--- src/rtl/uart_pkg.sv ---
// Shared UART transmit definitions.
// - tx_state_e : transmit FSM states
// - Wls*       : word-length select encodings (5..8 data bits)
// - stop_ticks : length of the stop period in baud_pulse ticks
package uart_pkg;

    typedef enum logic [2:0] {
        StIdle,
        StStart,
        StData,
        StParity,
        StStop
    } tx_state_e;

    localparam logic [1:0] Wls5 = 2'b00;
    localparam logic [1:0] Wls6 = 2'b01;
    localparam logic [1:0] Wls7 = 2'b10;
    localparam logic [1:0] Wls8 = 2'b11;

    // One stop bit, 1.5 stop bits for 5-bit words, 2 stop bits otherwise.
    function automatic int unsigned stop_ticks(int unsigned oversample, logic stb,
                                               logic [1:0] wls);
        if (!stb) begin
            return oversample;
        end else if (wls == Wls5) begin
            return (3 * oversample) / 2;
        end else begin
            return 2 * oversample;
        end
    endfunction

endpackage

--- src/rtl/uart_tx_gen_if.sv ---
// Frame request channel into the UART transmitter.
// - s_valid/s_ready : request/accept handshake
// - s_data          : character, LSB sent first
// - wls/pen/eps/stick/stb : frame format, sampled together with s_data
interface uart_tx_gen_if;
    logic       s_valid;
    logic [7:0] s_data;
    logic [1:0] wls;
    logic       pen;
    logic       eps;
    logic       stick;
    logic       stb;
    logic       s_ready;

    modport master (output s_valid, s_data, wls, pen, eps, stick, stb, input s_ready);
    modport slave  (input s_valid, s_data, wls, pen, eps, stick, stb, output s_ready);
endinterface

--- src/rtl/uart_parity_gen.sv ---
// Parity bit generator for the UART transmitter.
// - data   : character (bits above the word length are ignored)
// - wls    : word length select
// - pen    : parity enable (parity reads 1 when disabled)
// - eps    : even parity select
// - stick  : stick parity (eps chooses the constant)
// - parity : parity bit to place on the line
module uart_parity_gen
    import uart_pkg::*;
(
    input  logic [7:0] data,
    input  logic [1:0] wls,
    input  logic       pen,
    input  logic       eps,
    input  logic       stick,
    output logic       parity
);

    logic [7:0] mask;
    logic       x;
    logic       p;

    always_comb begin
        unique case (wls)
            Wls5:    mask = 8'h1f;
            Wls6:    mask = 8'h3f;
            Wls7:    mask = 8'h7f;
            default: mask = 8'hff;
        endcase
        x = ^(data & mask);
        unique case ({stick, eps})
            2'b00:   p = ~x;
            2'b01:   p = x;
            2'b10:   p = 1'b1;
            default: p = 1'b0;
        endcase
        parity = pen ? p : 1'b1;
    end

endmodule

--- src/rtl/uart_tx_gen.sv ---
// UART frame transmitter: start bit, 5-8 data bits LSB first, optional parity,
// 1/1.5/2 stop bits, all timed in baud_pulse ticks (OVERSAMPLE per bit).
// - clk, rst_n   : clock, asynchronous active-low reset
// - baud_pulse   : one-clk tick strobe
// - set_break    : forces the line low while asserted
// - s_if         : frame request channel (slave side)
// - tx           : registered serial line
// - busy         : frame in progress
// - frame_done   : one-clk pulse after the final stop tick
module uart_tx_gen
    import uart_pkg::*;
#(
    parameter int unsigned OVERSAMPLE = 16
) (
    input  logic         clk,
    input  logic         rst_n,
    input  logic         baud_pulse,
    input  logic         set_break,
    uart_tx_gen_if.slave s_if,
    output logic         tx,
    output logic         busy,
    output logic         frame_done
);

    localparam int unsigned TickW = $clog2(2 * OVERSAMPLE);
    localparam logic [TickW-1:0] BitLast = TickW'(OVERSAMPLE - 1);

    tx_state_e        state_q, state_d;
    logic [TickW-1:0] tick_q, tick_d;
    logic [2:0]       bit_q, bit_d;
    logic             done_q, done_d;
    logic             tx_q;

    logic [7:0]       data_q;
    logic [1:0]       wls_q;
    logic             pen_q, eps_q, stick_q, stb_q;

    logic             s_ready;
    logic             accept;
    logic             line_bit;
    logic             parity_bit;
    logic [2:0]       data_last;
    logic [TickW-1:0] stop_last;

    assign accept    = s_if.s_valid & s_ready;
    assign data_last = 3'd4 + {1'b0, wls_q};
    assign stop_last = TickW'(stop_ticks(OVERSAMPLE, stb_q, wls_q) - 1);

    uart_parity_gen u_parity (
        .data   (data_q),
        .wls    (wls_q),
        .pen    (pen_q),
        .eps    (eps_q),
        .stick  (stick_q),
        .parity (parity_bit)
    );

    // State register
    always_ff @(posedge clk or negedge rst_n) begin
        if (!rst_n) begin
            state_q <= StIdle;
            tick_q  <= '0;
            bit_q   <= '0;
            done_q  <= 1'b0;
        end else begin
            state_q <= state_d;
            tick_q  <= tick_d;
            bit_q   <= bit_d;
            done_q  <= done_d;
        end
    end

    // Frame format is captured on accept so mid-frame input changes are ignored.
    always_ff @(posedge clk or negedge rst_n) begin
        if (!rst_n) begin
            data_q  <= '0;
            wls_q   <= Wls5;
            pen_q   <= 1'b0;
            eps_q   <= 1'b0;
            stick_q <= 1'b0;
            stb_q   <= 1'b0;
        end else if (accept) begin
            data_q  <= s_if.s_data;
            wls_q   <= s_if.wls;
            pen_q   <= s_if.pen;
            eps_q   <= s_if.eps;
            stick_q <= s_if.stick;
            stb_q   <= s_if.stb;
        end
    end

    // Next-state logic; counters move only on baud_pulse.
    always_comb begin
        state_d = state_q;
        tick_d  = tick_q;
        bit_d   = bit_q;
        done_d  = 1'b0;
        unique case (state_q)
            StIdle: begin
                if (s_if.s_valid) begin
                    state_d = StStart;
                    tick_d  = '0;
                    bit_d   = '0;
                end
            end
            StStart: begin
                if (baud_pulse) begin
                    if (tick_q == BitLast) begin
                        state_d = StData;
                        tick_d  = '0;
                    end else begin
                        tick_d = tick_q + TickW'(1);
                    end
                end
            end
            StData: begin
                if (baud_pulse) begin
                    if (tick_q == BitLast) begin
                        tick_d = '0;
                        if (bit_q == data_last) begin
                            bit_d   = '0;
                            state_d = pen_q ? StParity : StStop;
                        end else begin
                            bit_d = bit_q + 3'd1;
                        end
                    end else begin
                        tick_d = tick_q + TickW'(1);
                    end
                end
            end
            StParity: begin
                if (baud_pulse) begin
                    if (tick_q == BitLast) begin
                        state_d = StStop;
                        tick_d  = '0;
                    end else begin
                        tick_d = tick_q + TickW'(1);
                    end
                end
            end
            StStop: begin
                if (baud_pulse) begin
                    if (tick_q == stop_last) begin
                        state_d = StIdle;
                        tick_d  = '0;
                        done_d  = 1'b1;
                    end else begin
                        tick_d = tick_q + TickW'(1);
                    end
                end
            end
            default: state_d = StIdle;
        endcase
    end

    // Output decode
    always_comb begin
        s_ready = (state_q == StIdle);
        unique case (state_q)
            StStart:  line_bit = 1'b0;
            StData:   line_bit = data_q[bit_q];
            StParity: line_bit = parity_bit;
            default:  line_bit = 1'b1;
        endcase
    end

    // Break is applied at the output only, so frame timing is untouched.
    always_ff @(posedge clk or negedge rst_n) begin
        if (!rst_n) begin
            tx_q <= 1'b1;
        end else begin
            tx_q <= line_bit & ~set_break;
        end
    end

    assign s_if.s_ready = s_ready;
    assign busy         = ~s_ready;
    assign tx           = tx_q;
    assign frame_done   = done_q;

endmodule

--- src/flat_wrapper.sv ---
// flat-port wrapper written by rule: the top's interface ports become plain ports
module uart_tx_gen_flat import uart_pkg::*;
#(
    parameter int unsigned OVERSAMPLE = 16
)
  (clk, rst_n, baud_pulse, set_break, tx, busy, frame_done, s_if_s_valid, s_if_s_data, s_if_wls, s_if_pen, s_if_eps, s_if_stick, s_if_stb, s_if_s_ready);
  uart_tx_gen_if s_if_i ();
  input  logic clk;
  input  logic rst_n;
  input  logic baud_pulse;
  input  logic set_break;
  output logic tx;
  output logic busy;
  output logic frame_done;
  input wire logic [$bits(s_if_i.s_valid)-1:0] s_if_s_valid;
  input wire logic [$bits(s_if_i.s_data)-1:0] s_if_s_data;
  input wire logic [$bits(s_if_i.wls)-1:0] s_if_wls;
  input wire logic [$bits(s_if_i.pen)-1:0] s_if_pen;
  input wire logic [$bits(s_if_i.eps)-1:0] s_if_eps;
  input wire logic [$bits(s_if_i.stick)-1:0] s_if_stick;
  input wire logic [$bits(s_if_i.stb)-1:0] s_if_stb;
  output wire logic [$bits(s_if_i.s_ready)-1:0] s_if_s_ready;
  assign s_if_i.s_valid = s_if_s_valid;
  assign s_if_i.s_data = s_if_s_data;
  assign s_if_i.wls = s_if_wls;
  assign s_if_i.pen = s_if_pen;
  assign s_if_i.eps = s_if_eps;
  assign s_if_i.stick = s_if_stick;
  assign s_if_i.stb = s_if_stb;
  assign s_if_s_ready = s_if_i.s_ready;
  uart_tx_gen #(.OVERSAMPLE(OVERSAMPLE)) u_core (.clk(clk), .rst_n(rst_n), .baud_pulse(baud_pulse), .set_break(set_break), .s_if(s_if_i), .tx(tx), .busy(busy), .frame_done(frame_done));
endmodule
--- config.mk ---
export PLATFORM = sky130hd
export DESIGN_NAME = uart_tx_gen_flat
export DESIGN_NICKNAME = d
export VERILOG_FILES = /design/src/rtl/uart_pkg.sv /design/src/rtl/uart_tx_gen_if.sv /design/src/rtl/uart_parity_gen.sv /design/src/rtl/uart_tx_gen.sv /design/src/flat_wrapper.sv
export SDC_FILE = /design/constraint.sdc
export NUM_CORES = 1
export LEC_CHECK = 0
export ABC_AREA = 1
export CAP_MARGIN = 20
export CORE_MARGIN = 2
export CORE_UTILIZATION = 56
export CTS_BUF_LIST = sky130_fd_sc_hd__clkbuf_16
export CTS_CLUSTER_SIZE = 8
export DETAILED_ROUTE_END_ITERATION = 16
export PLACE_DENSITY_LB_ADDON = 0.12
export SLEW_MARGIN = 30
export SYNTH_ARGS = -nofsm -noshare
export SYNTH_HDL_FRONTEND = slang
export SYNTH_SLANG_ARGS = --single-unit
--- constraint.sdc ---
create_clock -name clk -period 3.9 [get_ports clk]
set_clock_uncertainty 0.15 [all_clocks]
set_input_delay 0.975 -clock clk [delete_from_list [all_inputs] [get_ports clk]]
set_output_delay 0.975 -clock clk [all_outputs]
set_load 0.03 [all_outputs]
==> results of run 1 <==
## critical path: stages (launching register included)
cell	delay [ns]
dfrtp_1	0.44
nor2_2	0.13
inv_2	0.07
nor2_4	0.12
clkdlybuf4s50_1	0.69
## area by class of cell
cell class                 instances  share of cell area [%]
clock inverter                     1                   0.192
timing repair buffer              23                    11.7
sequential                        27                    34.7
inverter                          35                    6.86
multi-input combinational        151                    40.8
clock buffer                       3                    3.85
tap                               31                    1.99
## stage by stage
stage	hold slack [ns]	util [%]	power (W)	cell area, sq um
finish	0.370	70.8	0.00149	1950
global route	0.397	70.8	0.00163	1950
CTS	0.364	70.8	0.00150	1950
detailed placement	0.343	67.9	0.00126	1870
global placement	0.336	67.9	0.00122	1870
floorplan	0.305	-	0.00107	1620
## final timing paths
path / endpoint / depth (start not counted)
setup reg to reg: u_core.bit_q[2] / 8
min in group asynchronous: u_core.data_q[2] / 2
hold reg to reg: u_core.stick_q / 2
max in group asynchronous: u_core.tx / 2
hold / removal: u_core.stick_q / 2
setup / recovery: s_if_s_ready / 4
## power by group through the flow
stage	logic [W]	clock network (W)	registers, W
final	0.000768	0.000232	0.000492
after global routing	0.000879	0.000240	0.000508
after CTS	0.000772	0.000233	0.000491
after detailed placement	0.000761	0	0.000495
after global placement	0.000735	0	0.000489
after floorplan	0.000589	0	0.000480
## cells by family after synthesis
kind of cell | count (synthesis)
xor gates and xnor gates | 3
and+or+nand+nor | 102
buffers and inverters | 37
adders and majority gates | 4
DFF | 27
AOI/OAI and AO/OA | 42
## state kept, by name (all words and copies together) (netlist names)
signal,flops
u_core.frame_done,1
u_core.wls_q,2
u_core.pen_q,1
u_core.tick_q,5
u_core.state_q,3
u_core.stick_q,1
u_core.stb_q,1
u_core.tx,1
u_core.eps_q,1
u_core.data_q,8
u_core.bit_q,3
## layout by cell type (no fill, tap or decap)
master	instances
a211oi_4	1
a21oi_1	10
a21oi_2	1
a21oi_4	1
buf_4	1
clkbuf_16	3
clkdlybuf4s50_1	22
dfrtp_1	26
dfstp_2	1
ha_1	4
inv_1	32
inv_2	3
inv_4	1
nand2_1	61
nand2_2	1
nand3_1	13
nand3b_1	1
nor2_1	15
nor2_2	3
nor2_4	4
nor2_8	1
nor3_1	2
nor3_2	1
o211ai_1	2
o21ai_0	23
o21ai_1	1
o21ai_2	1
o22ai_1	2
xnor2_1	1
xor2_1	2
## routing by layer
metal | GRT usage [%] | up-vias
li1 | - | 729
met2 | 41.7 | 20
met5 | 0 | -
met4 | 6.98 | 0
met3 | 2.68 | 5
met1 | 26.4 | 639
==> qor.txt, run 1 <==
vias post-DR -> 1393
CP Launch Type -> register
Die X -> 57.7 microns
PD cells -> 764 nW/um^2
final setup TNS -> 0 ns
Worst setup EP type -> primary output
first-pass GRT wire length -> 5.72 mm
Int Pwr -> 0.000805 W
H-Tree Depth -> 1
chip height -> 57.7 microns
Starting Density -> 58.6%
filler cell count -> 234
TritonCTS buffer count -> 3
Worst Hold Class -> reg -> reg
synth top area cells -> dfrtp_1 40%, nand2_1 14%, inv_1 7.2%, o21ai_0 7.1%, nand3_1 4.0%
cell taking the most area after synthesis -> dfrtp_1
CTS Hold Bufs -> 0
root buffer cell -> clkbuf_16
Synth Area in Simple Gates -> 28.9%
GRT overflow -> 0
post-cts repair resize count -> 0
Buffers on Ports -> 22
I/O pin cnt -> 23
WL met3 -> 97 microns
max-slew violation count -> 0
largest fanout on the critical path -> 4
switching share of power -> 46.0%
R2R setup slack -> 2.03 ns
share of layout cells above drive strength 1 -> 9.58%
Ys Warns -> 0
final WL -> 3.32 mm
Worst Setup Slack, final -> 1.07 ns
crit path launch -> u_core.state_q[0]
RePlAce Congestion -> 0.821
number of enable flip-flop cells after synthesis -> 0
Place WS -> 1.29 ns
initial antenna violation count -> 0
Worst R2R Start -> u_core.tick_q[0]
ys async rst share -> 100%
placed cell count -> 267
Max clock buf depth -> 2
Post-Synth XOR/XNOR Area -> 1.63%
initial DRC count -> 64
Flop pwr share -> 33.0%
area of the multi-input gates -> 796 sq um
crit path kind -> reg -> out
TritonCTS clock tree -> yes
Met1 Routed Length -> 1.47 mm
synthesis-to-finish area growth -> 20.7%
#FFs+latches synth -> 27
main combinational cell family by area after synthesis -> simple AND/OR/NAND/NOR gates
CP arrival -> 1.71 ns
Seq/Total Area, Yosys -> 41.9%
Pleak -> 0.935 nW
combinational cell fraction of total power -> 51.5%
Post CTS Setup Buffer Count -> 0
clock share of power -> 15.5%
Avg WL per Cell -> 12.2 microns
WP data required -> 2.77 ns
Final setup viols -> 0
clock sink total -> 27
compound-cell area share of the yosys netlist -> 15.6%
Non-Filler Instances -> 271
syn nets -> 238
Distinct cells, synth -> 28
Switching Power -> 0.000686 W
Worst-path clk slew -> 0.07 ns
# rows -> 19
DRC viols -> 0
Top Layer Used -> met4
Post-DP HPWL -> 2.45 mm
gr usage total -> 22.3%
status -> completed
largest net degree at the start of global routing -> 28
most frequent cells after synthesis -> 61 x nand2_1, 31 x inv_1, 26 x dfrtp_1, 23 x o21ai_0, 15 x nor2_1
share of the synthesized area in the top cell type -> 40.2%
Post-Syn Area -> 1620 sq um
Avg Cell Area, Syn -> 7.52 sq um
Gate Count Post-Synth -> 215
worst-skew pair later-pin latency -> 0.26 ns
final worst path period need -> 2.83 ns
number of global-route vias before repair -> 1394
post-route ant nets -> 0
Synth Flop Type -> dfrtp_1
slew margin rel. -> 76.6%
most numerous cell in the Yosys netlist -> nand2_1
Synth Area in Adders -> 3.10%
Slew @ Worst Pin -> 0.351 ns
Reg area -> 677 sq um
Nets -> 264
drt via density -> 5.14
max cap viols -> 0
met2 WL post-DR -> 1.71 mm
die area -> 3330 sq um
fmax -> 353 MHz
worst min-delay path startpoint -> u_core.stick_q
post-synthesis mux area share -> 0%
Fin. Hold Viols -> 0
fin crit share -> 72.7%
RSZ-0062 raised after global routing -> false
Ant. Diodes -> 0
First-pass DRT Iterations -> 4
Peak VDD IR -> 0.000636 V
core area -> 2760 sq um
Note: power is estimated with default switching activity, not from simulation.
==> inputs of run 2 (changes only) <==
--- a/config.mk
+++ b/config.mk
@@ -8,7 +8,7 @@
 export ABC_AREA = 1
 export CAP_MARGIN = 20
 export CORE_MARGIN = 2
-export CORE_UTILIZATION = 56
+export CORE_UTILIZATION = 49
 export CTS_BUF_LIST = sky130_fd_sc_hd__clkbuf_16
 export CTS_CLUSTER_SIZE = 8
 export DETAILED_ROUTE_END_ITERATION = 16
==> constraint.sdc (replaced) <==
create_clock -name clk -period 2.32 [get_ports clk]
set_clock_uncertainty 0.15 [all_clocks]
set_input_delay 0.58 -clock clk [delete_from_list [all_inputs] [get_ports clk]]
set_output_delay 0.58 -clock clk [all_outputs]
set_load 0.03 [all_outputs]
==> qor.txt, run 2 (synthesis gave the netlist of run 1 again) <==
fmax -> 459 MHz
Worst-path clk slew -> 0.07 ns
initial DRC count -> 101
initial antenna violation count -> 0
post-route ant nets -> 0
Hold Path End -> u_core.stick_q
die area -> 3770 sq um
GRT busiest layer -> met2
Flop pwr share -> 33.2%
first-pass GRT wire length -> 5.09 mm
gr usage total -> 17.9%
synthesis-to-finish area growth -> 22.3%
Total Power -> 0.00248 W
routing usage on met3 -> 3.99%
R2R cell count -> 8
largest net degree at the start of global routing -> 28
Final setup viols -> 0
Worst Setup Slack, final -> 0.144 ns
Largest regs -> u_core.data_q: 8 flops, u_core.tick_q: 5 flops
post-cts repair resize count -> 2
Nets -> 265
worst-skew pair later-pin latency -> 0.26 ns
Fin. Hold Viols -> 0
CP Launch Type -> register
root buffer cell -> clkbuf_16
Worst setup EP type -> primary output
TritonCTS clock tree -> yes
Post CTS Setup Buffer Count -> 0
WP data required -> 1.59 ns
Avg WL per Cell -> 10.5 microns
met2 GRT Util -> 29.8%
Pleak -> 0.938 nW
status -> completed
final worst path period need -> 2.18 ns
H-Tree Depth -> 1
Peak VDD IR -> 0.000804 V
Post-DP HPWL -> 2.28 mm
slew margin rel. -> 76.9%
M1 GR Usage -> 24.2%
switching share of power -> 45.7%
clock sink total -> 27
CTS Hold Bufs -> 0
Die X -> 61.4 microns
Place WS -> 0.163 ns
crit path kind -> reg -> out
max FFs per register -> 8
most frequent cells in the layout -> 61 x nand2_1, 31 x inv_1, 26 x dfrtp_1
CP arrival -> 1.45 ns
chip height -> 61.4 microns
R2R setup slack -> 0.47 ns
final WL -> 3.00 mm
worst min-delay path startpoint -> u_core.stick_q
max-slew violation count -> 0
number of global-route vias before repair -> 1190
FF-to-FF End -> u_core.bit_q[2]
core area -> 3100 sq um
Largest Register -> u_core.data_q
Worst Hold Class -> reg -> reg
drt via density -> 4.78
fin crit share -> 93.8%
filler cell count -> 303
max cap viols -> 0
Max clock buf depth -> 2
Worst R2R Start -> u_core.tick_q[0]
Int Pwr -> 0.00135 W
largest fanout on the critical path -> 4
most common cell after layout, fill and taps aside -> nand2_1
share of layout cells above drive strength 1 -> 10.4%
RePlAce Congestion -> 0.794
GRT overflow -> 0
I/O pin cnt -> 23
Ant. Diodes -> 0
vias post-DR -> 1361
RSZ-0062 raised after global routing -> false
Switching Power -> 0.00113 W
Slew @ Worst Pin -> 0.346 ns
PD cells -> 1250 nW/um^2
clock share of power -> 16.3%
DRC viols -> 0
final setup TNS -> 0 ns
Buffers on Ports -> 22
# rows -> 20
First-pass DRT Iterations -> 4
Starting Density -> 52.1%
combinational cell fraction of total power -> 50.5%
TritonCTS buffer count -> 3
Min-Delay Path Depth -> 2
## run 2: cell types whose count changed in the layout (fill, tap and decap cells not counted)
cell / before / now
clkinvlp_4: 0 / 1
dlygate4sd2_1: 0 / 2
inv_1: 32 / 31
clkdlybuf4s50_1: 22 / 20
buf_4: 1 / 2
## run 2: how the worst max path moves through the flow
stage / startpoint / to / slack [ns] / depth (start not counted)
finish: u_core.state_q[0] / busy / 0.14 / 5
global route: u_core.state_q[0] / busy / 0.09 / 5
CTS: u_core.state_q[0] / busy / 0.13 / 5
detailed placement: u_core.state_q[0] / s_if_s_ready / 0.16 / 4
global placement: u_core.state_q[0] / s_if_s_ready / 0.18 / 4
floorplan: u_core.state_q[0] / busy / 0.63 / 4
## run 2: per-layer routing
metal / routed length [microns] / up-vias
met5: 0 / -
li1: - / 736
met2: 1400 / 24
met4: 21 / 0
met3: 121 / 2
met1: 1450 / 599
## run 2: metrics by stage
step                hold slack (ns)  cells  utilization, %  area [sq um]
floorplan                     0.134    215               -          1620
global placement              0.338    281            61.1          1900
detailed placement            0.334    281            61.1          1900
CTS                           0.352    285            63.7          1980
global route                  0.378    285            63.7          1980
finish                        0.347    285            63.7          1980
## run 2: power groups by stage
stage | combinational (W) | sequential [W] | clock, W
6_report | 0.00125 | 0.000823 | 0.000405
5_1_grt | 0.00144 | 0.000850 | 0.000443
3_5_place_dp | 0.00127 | 0.000829 | 0
4_1_cts | 0.00126 | 0.000822 | 0.000412
3_3_place_gp | 0.00126 | 0.000826 | 0
2_1_floorplan | 0.000990 | 0.000807 | 0
## run 2: cell type report
type | count | area (sq um) | share of cell area, %
flip-flops and latches | 27 | 677 | 34.2
repair buffers | 24 | 233 | 11.8
clock inverters | 1 | 7.51 | 0.380
well taps | 44 | 55.1 | 2.78
inverters | 35 | 134 | 6.77
clock buffers | 3 | 75.1 | 3.80
multi-input cells | 151 | 796 | 40.3
## run 2: worst max-delay path, stage by stage (launching register included)
cell and delay, ns:
dfrtp_1 0.44, nor2_2 0.13, inv_2 0.06, nor2_4 0.12
inv_4 0.07, dlygate4sd2_1 0.35
